<file path="src/rtl/hamming_pkg.sv">
// hamming_pkg
//   Shared Hamming SEC position map for hamming_enc_stream and hamming_dec.
//   Codeword positions run 1..TW. Power-of-two positions (2**k) carry parity
//   bit k. The other positions carry the data bits in ascending order, so
//   data bit 0 sits at position 3, data bit 1 at position 5, and so on.
//   Both the encoder and the decoder take the map from here, which keeps them
//   in agreement.
package hamming_pkg;

  // Default geometry. Modules carry their own DW/PW parameters.
  localparam int DEF_DW = 8;
  localparam int DEF_PW = 4;
  localparam int TW     = DEF_DW + DEF_PW;

  // Position table capacity. Each entry is 8 bits, so TW can be at most 255.
  localparam int MAX_DW = 64;
  typedef logic [MAX_DW-1:0][7:0] pos_arr_t;

  function automatic bit is_pow2(input int v);
    return (v > 0) && ((v & (v - 1)) == 0);
  endfunction

  // Entry j is the codeword position that holds data bit j.
  function automatic pos_arr_t get_data_pos(input int dw, input int pw);
    pos_arr_t r;
    int       j;
    r = '0;
    j = 0;
    for (int p = 1; p <= dw + pw; p++) begin
      if (!is_pow2(p) && (j < dw) && (j < MAX_DW)) begin
        r[j[5:0]] = 8'(p);
        j++;
      end
    end
    return r;
  endfunction

endpackage

</file>
<file path="src/rtl/hamming_parity_gen.sv">
// hamming_parity_gen
//   Combinational Hamming parity generator. Parity bit k is the XOR of every
//   data bit whose codeword position has bit k set.
//   Ports:
//     data   - DW-bit data word
//     parity - PW-bit parity field
module hamming_parity_gen
  import hamming_pkg::*;
#(
  parameter int DW = 8,
  parameter int PW = 4
) (
  input  logic [DW-1:0] data,
  output logic [PW-1:0] parity
);

  localparam pos_arr_t DPOS = get_data_pos(DW, PW);

  always_comb begin
    parity = '0;
    for (int k = 0; k < PW; k++) begin
      for (int j = 0; j < DW; j++) begin
        if (DPOS[j][k]) parity[k] = parity[k] ^ data[j];
      end
    end
  end

endmodule

</file>
<file path="src/rtl/hamming_enc_stream.sv">
// hamming_enc_stream
//   Streaming Hamming SEC encoder. It has one output register, a one-shot
//   single-bit error injector and a counter of accepted words.
//   Ports:
//     i_clk, i_rst          - clock, synchronous active-high reset
//     i_valid/o_ready/i_data  - input word stream
//     o_valid/i_ready/o_data/o_parity - output codeword stream
//     i_inj_req, i_inj_pos  - arm a one-shot flip of codeword position 1..DW+PW
//     o_inj_armed           - injection pending
//     o_inj_done            - pulse on the first o_valid cycle of the flipped word
//     o_word_cnt            - accepted-word count (wraps)
//   Handshake: a word moves on any cycle where valid and ready are both high.
//   A producer holds valid and its data until that cycle. o_ready is
//   !o_valid || i_ready, which allows one word per cycle with a single
//   register stage. The parameters must satisfy 2**PW >= DW+PW+1.
module hamming_enc_stream
  import hamming_pkg::*;
#(
  parameter int DW = 8,
  parameter int PW = 4,
  parameter int CW = 16
) (
  input  logic          i_clk,
  input  logic          i_rst,
  input  logic          i_valid,
  output logic          o_ready,
  input  logic [DW-1:0] i_data,
  output logic          o_valid,
  input  logic          i_ready,
  output logic [DW-1:0] o_data,
  output logic [PW-1:0] o_parity,
  input  logic          i_inj_req,
  input  logic [PW-1:0] i_inj_pos,
  output logic          o_inj_armed,
  output logic          o_inj_done,
  output logic [CW-1:0] o_word_cnt
);

  localparam pos_arr_t DPOS = get_data_pos(DW, PW);

  logic [PW-1:0] par;
  logic [PW-1:0] inj_pos;
  logic [DW-1:0] dflip;
  logic [PW-1:0] pflip;
  logic          accept;

  hamming_parity_gen #(.DW(DW), .PW(PW)) u_par (
    .data   (i_data),
    .parity (par)
  );

  assign o_ready = !o_valid || i_ready;
  assign accept  = i_valid && o_ready;

  // Flip masks for the armed position. Position 0 and positions beyond
  // DW+PW match no bit, so those values consume the arm without a flip.
  always_comb begin
    dflip = '0;
    pflip = '0;
    if (o_inj_armed) begin
      for (int k = 0; k < PW; k++) begin
        if (int'(inj_pos) == (1 << k)) pflip[k] = 1'b1;
      end
      for (int j = 0; j < DW; j++) begin
        if (int'(inj_pos) == int'(DPOS[j])) dflip[j] = 1'b1;
      end
    end
  end

  always_ff @(posedge i_clk) begin
    if (i_rst) begin
      o_valid     <= 1'b0;
      o_data      <= '0;
      o_parity    <= '0;
      o_inj_armed <= 1'b0;
      o_inj_done  <= 1'b0;
      o_word_cnt  <= '0;
      inj_pos     <= '0;
    end else begin
      o_inj_done <= 1'b0;
      if (accept) begin
        o_valid    <= 1'b1;
        o_data     <= i_data ^ dflip;
        o_parity   <= par ^ pflip;
        o_word_cnt <= o_word_cnt + CW'(1);
        if (o_inj_armed) begin
          o_inj_armed <= 1'b0;
          o_inj_done  <= 1'b1;
        end
      end else if (o_valid && i_ready) begin
        o_valid <= 1'b0;
      end
      // The arm is tested against its registered value. A request that
      // arrives together with an accept while disarmed only arms, and a
      // request made while already armed is ignored.
      if (i_inj_req && !o_inj_armed) begin
        o_inj_armed <= 1'b1;
        inj_pos     <= i_inj_pos;
      end
    end
  end

endmodule
</file>
<file path="config.mk">
export PLATFORM = sky130hd
export DESIGN_NAME = hamming_enc_stream
export DESIGN_NICKNAME = d
export VERILOG_FILES = /design/src/rtl/hamming_pkg.sv /design/src/rtl/hamming_parity_gen.sv /design/src/rtl/hamming_enc_stream.sv
export SDC_FILE = /design/constraint.sdc
export NUM_CORES = 1
export LEC_CHECK = 0
export ABC_AREA = 1
export ABC_CLOCK_PERIOD_IN_PS = 1700
export CAP_MARGIN = 20
export CELL_PAD_IN_SITES_DETAIL_PLACEMENT = 0
export CELL_PAD_IN_SITES_GLOBAL_PLACEMENT = 1
export CORE_UTILIZATION = 34
export CTS_CLUSTER_DIAMETER = 80
export DETAILED_ROUTE_END_ITERATION = 16
export GPL_TIMING_DRIVEN = 0
export PLACE_DENSITY = 0.82
export SYNTH_ARGS = -nofsm -noshare
export SYNTH_HDL_FRONTEND = slang
export SYNTH_SLANG_ARGS = --single-unit
export TNS_END_PERCENT = 50
</file>
<file path="constraint.sdc">
create_clock -name i_clk -period 1.7 [get_ports i_clk]
set_input_delay 0.34 -clock i_clk [delete_from_list [all_inputs] [get_ports i_clk]]
set_output_delay 0.34 -clock i_clk [all_outputs]
set_load 0.02 [all_outputs]
</file>
==> metrics.md <==
| Metric | Value |
|---|---|
| Run status | complete, no violations |
| Input/output buffers | 47 |
| Antenna Violating Nets Remaining | 0 |
| Hold Path Depth | 3 |
| Crit. End Element | output port |
| PD cells | 744 nW/um^2 |
| Flop pwr share | 0.460 |
| Pint | about 1400 uW |
| IO Pins | 49 |
| Num CTS Buffers | 5 |
| Number of cell rows | 27 |
| CP max stage delay | 0.63 ns |
| CP required | 1.36 ns |
| Relative slew slack | 0.635 |
| Vias per cell | 4.60 |
| Hold Violations, Final | 0 |
| Area of the multi-input gates | 1030 sq um |
| Die Ht | 77.6 um |
| CP Launch Type | register |
| Switching pwr | 550 uW |
| Register area | about 700 sq um |
| Number of global-route vias before repair | 1767 |
| Final Power | just under 2000 uW |
| Worst-Skew Late Latency | 0.29 ns |
| Initial Utilization | 0.353 |
| Post-synth EDFFs | 0 |
| Clock transition at path regs | 0.07 ns |
| Post-route cell area | 2610 sq um |
| Max-slew violations | 0 |
| Gate Count Post-Synth | 300 |
| Clock Sinks | 35 |
| Syn Nets | roughly 320 |
| Remaining Overflow, GRT | 0 |
| CTS tree | done |
| Tmin final | 1.65 ns |
| Fillcell total | 594 |
| Synth async-reset ratio | 0 |
| Worst setup path class | register to output port |
| Clk_skew | 0.00898 ns |
| WL final | about 4700 um |
| Lkg Pwr | 0.00124 uW |
| Clock Path Buffers | 2 |
| DR iter-0 viols | between 90 and 100 |
| Top delay family on crit path | buffers and inverters |
| Vias | 1966 |
| GPL Wtd Cong | 0.786 |
| # Post-CTS Setup Buffers | 0 |
| H-tree levels | 2 |
| Final Net Count | 372 |
| Area leader, netlist | dfxtp_1 |
| Top FF cell, synth | dfxtp_1 |
| Root Buffer Master | clkbuf_8 |
| CP max-delay cell | clkdlybuf4s50_1 |
| Netlist cell types | 29 |
| Final setup fails | 0 |
| DRC violations left | 0 |
| GRT Overall Usage | 0.168 |
| Arrival @ worst endpoint | 1.31 ns |
| Initial antenna violation count | 0 |
| Final Cycle Share | 0.970 |
| Power share of the clock group | 0.348 |
| DRT Pass-1 Iters | 4 |
| Highest Clock Rate | 606 MHz |
| # diodes | 0 |
| Synth warn | 0 |
| Unrepaired setup endpoints after global routing | no |
| Detailed placement HPWL | 3610 um |
| Critical path depth | 1 |
| Synthesized area | 1940 sq um |
| CP bufs+invs | 1 |
| VDD IR max | 370 uV |
| Logic pwr share | 0.192 |
| R2R depth | 6 |
| Top post-synthesis cells by area | dfxtp_1, nand2_1, nor2_1 |
| First-pass GRT wire length | 8070 um |
| DIE WIDTH | 77.6 um |
| Switching Share | 0.283 |
| Share of the synthesized area in the top cell type | 0.360 |
| Die area | ~6000 sq um |
| Core area | ~5500 sq um |
| Proportion of layout cells with a drive suffix above 1 | 0.0620 |
| Worst Hold Class | primary input to register |
| Largest net degree at the start of global routing | 11 |
| WL/cell | about 11 um |
| Worst-path cell chain | clkdlybuf4s50_1 |
| Total of max-cap violations | 0 |
| Hold_buf cts | 0 |
| Cell area after placement | about 2500 sq um |
| Seq cells post-synth | 35 |
| Worst-margin pin slew | approximately 0.55 ns |
| Area Growth Syn to Fin | 34.3% |
| Sequential-to-total area share from yosys stat | 0.360 |
| Crit-path max FO | 5 |
| Avg Synthesized Cell Area | 6.48 sq um |
## state kept, by name, summed over array words and instances (netlist names)
| name | cells |
|---|---|
| o_inj_armed | 1 |
| o_word_cnt | 16 |
| o_valid | 1 |
| o_inj_done | 1 |
| o_parity | 4 |
| inj_pos | 4 |
| o_data | 8 |
## placed cells by master, fill, tap and decap left out, drive strengths merged
| cell | count |
|---|---|
| nand2 | 72 |
| nor2 | 52 |
| inv | 48 |
| clkdlybuf4s50 | 37 |
| dfxtp | 35 |
| o21ai | 22 |
| a21oi | 18 |
| nand3 | 17 |
| clkbuf | 10 |
| xor2 | 7 |
| xnor2 | 6 |
| dlygate4sd2 | 5 |
| dlymetal6s2s | 5 |
| nor3 | 5 |
| buf | 4 |
| nand4 | 2 |
| o21a | 2 |
| nand3b | 2 |
| nor3b | 2 |
| and3 | 1 |
| nor4 | 1 |
| o211ai | 1 |
| ha | 1 |
## cells in the mapped netlist (3+ instances only)
cell type,number
a21oi_1,18
buf_2,3
dfxtp_1,35
inv_1,48
nand2_1,68
nand2_2,3
nand3_1,16
nor2_1,49
nor3_1,3
o21ai_0,22
xnor2_1,6
xor2_1,7
## cell families after synthesis
kind of cell / after synthesis / synth area share
AO/OA/AOI/OAI: 43 / 0.115
AND/OR/NAND/NOR: 154 / 0.352
flip-flops: 35 / 0.360
XOR/XNOR: 13 / 0.0586
buffers and inverters: 54 / 0.108
adder cells (fa/ha/maj): 1 / 0.00643
## worst register-to-register path: stages, from the launching register on
cell     delay, ns
dfxtp_1       0.41
ha_1          0.21
nand3_1       0.13
nor3_4        0.29
nand3_2       0.15
o21ai_0       0.18
nor2_1        0.07
## power by group through the flow
stage	logic, uW	clock network [uW]	registers [uW]
after floorplan	179	0	949
after global placement	374	0	912
after CTS	377	695	895
after global routing	410	734	900
final	373	676	893
after detailed placement	377	0	913
## repair_timing
action	in CTS	in global routing
hold endpoints to repair	0	0
setup endpoints to repair	5	5
cloned	0	0
gates resized for setup	5	5
## stage by stage
stage | TNS, ns | std cells | utilization | setup WS [ns] | hold WS [ns]
floorplan | 0 | 300 | - | 0.219 | 0.470
finish | 0 | 427 | 0.474 | 0.0504 | 0.451
CTS | 0 | 427 | 0.472 | 0.0149 | 0.454
detailed placement | -1.36 | 419 | 0.455 | -0.163 | 0.471
global route | 0 | 427 | 0.474 | 0.0105 | 0.485
global placement | -1.36 | 419 | 0.455 | -0.165 | 0.465
## routing by layer
| metal | global-route usage | part of all wire | up-vias | wire, um |
|---|---|---|---|---|
| met5 | 0 | 0 | - | 0 |
| met4 | 0.0396 | 0.0080 | 0 | 38 |
| li1 | - | - | 1039 | - |
| met3 | 0.0329 | 0.042 | 5 | 200 |
| met2 | 0.295 | 0.48 | 46 | 2280 |
| met1 | 0.209 | 0.47 | 876 | 2230 |
## final cells by class
cell class | instances | area share
inverters | 48 | 0.0690
plain buffers | 6 | 0.0115
clock buffers | 8 | 0.0383
repair buffers | 47 | 0.183
multi-input cells | 211 | 0.396
well taps | 72 | 0.0345
flip-flops and latches | 35 | 0.268
## worst paths after layout
path | slack [ns] | endpoint | startpoint
max | 0.05 | o_word_cnt[1] | o_word_cnt[1]$_SDFFE_PP0P_
min | 0.45 | o_word_cnt[5]$_SDFFE_PP0P_ | i_rst
max reg2reg | 0.16 | o_word_cnt[14]$_SDFFE_PP0P_ | o_word_cnt[0]$_SDFFE_PP0P_
min reg2reg | 0.48 | o_word_cnt[8]$_SDFFE_PP0P_ | o_word_cnt[8]$_SDFFE_PP0P_
(Power assumes the default switching activity.)
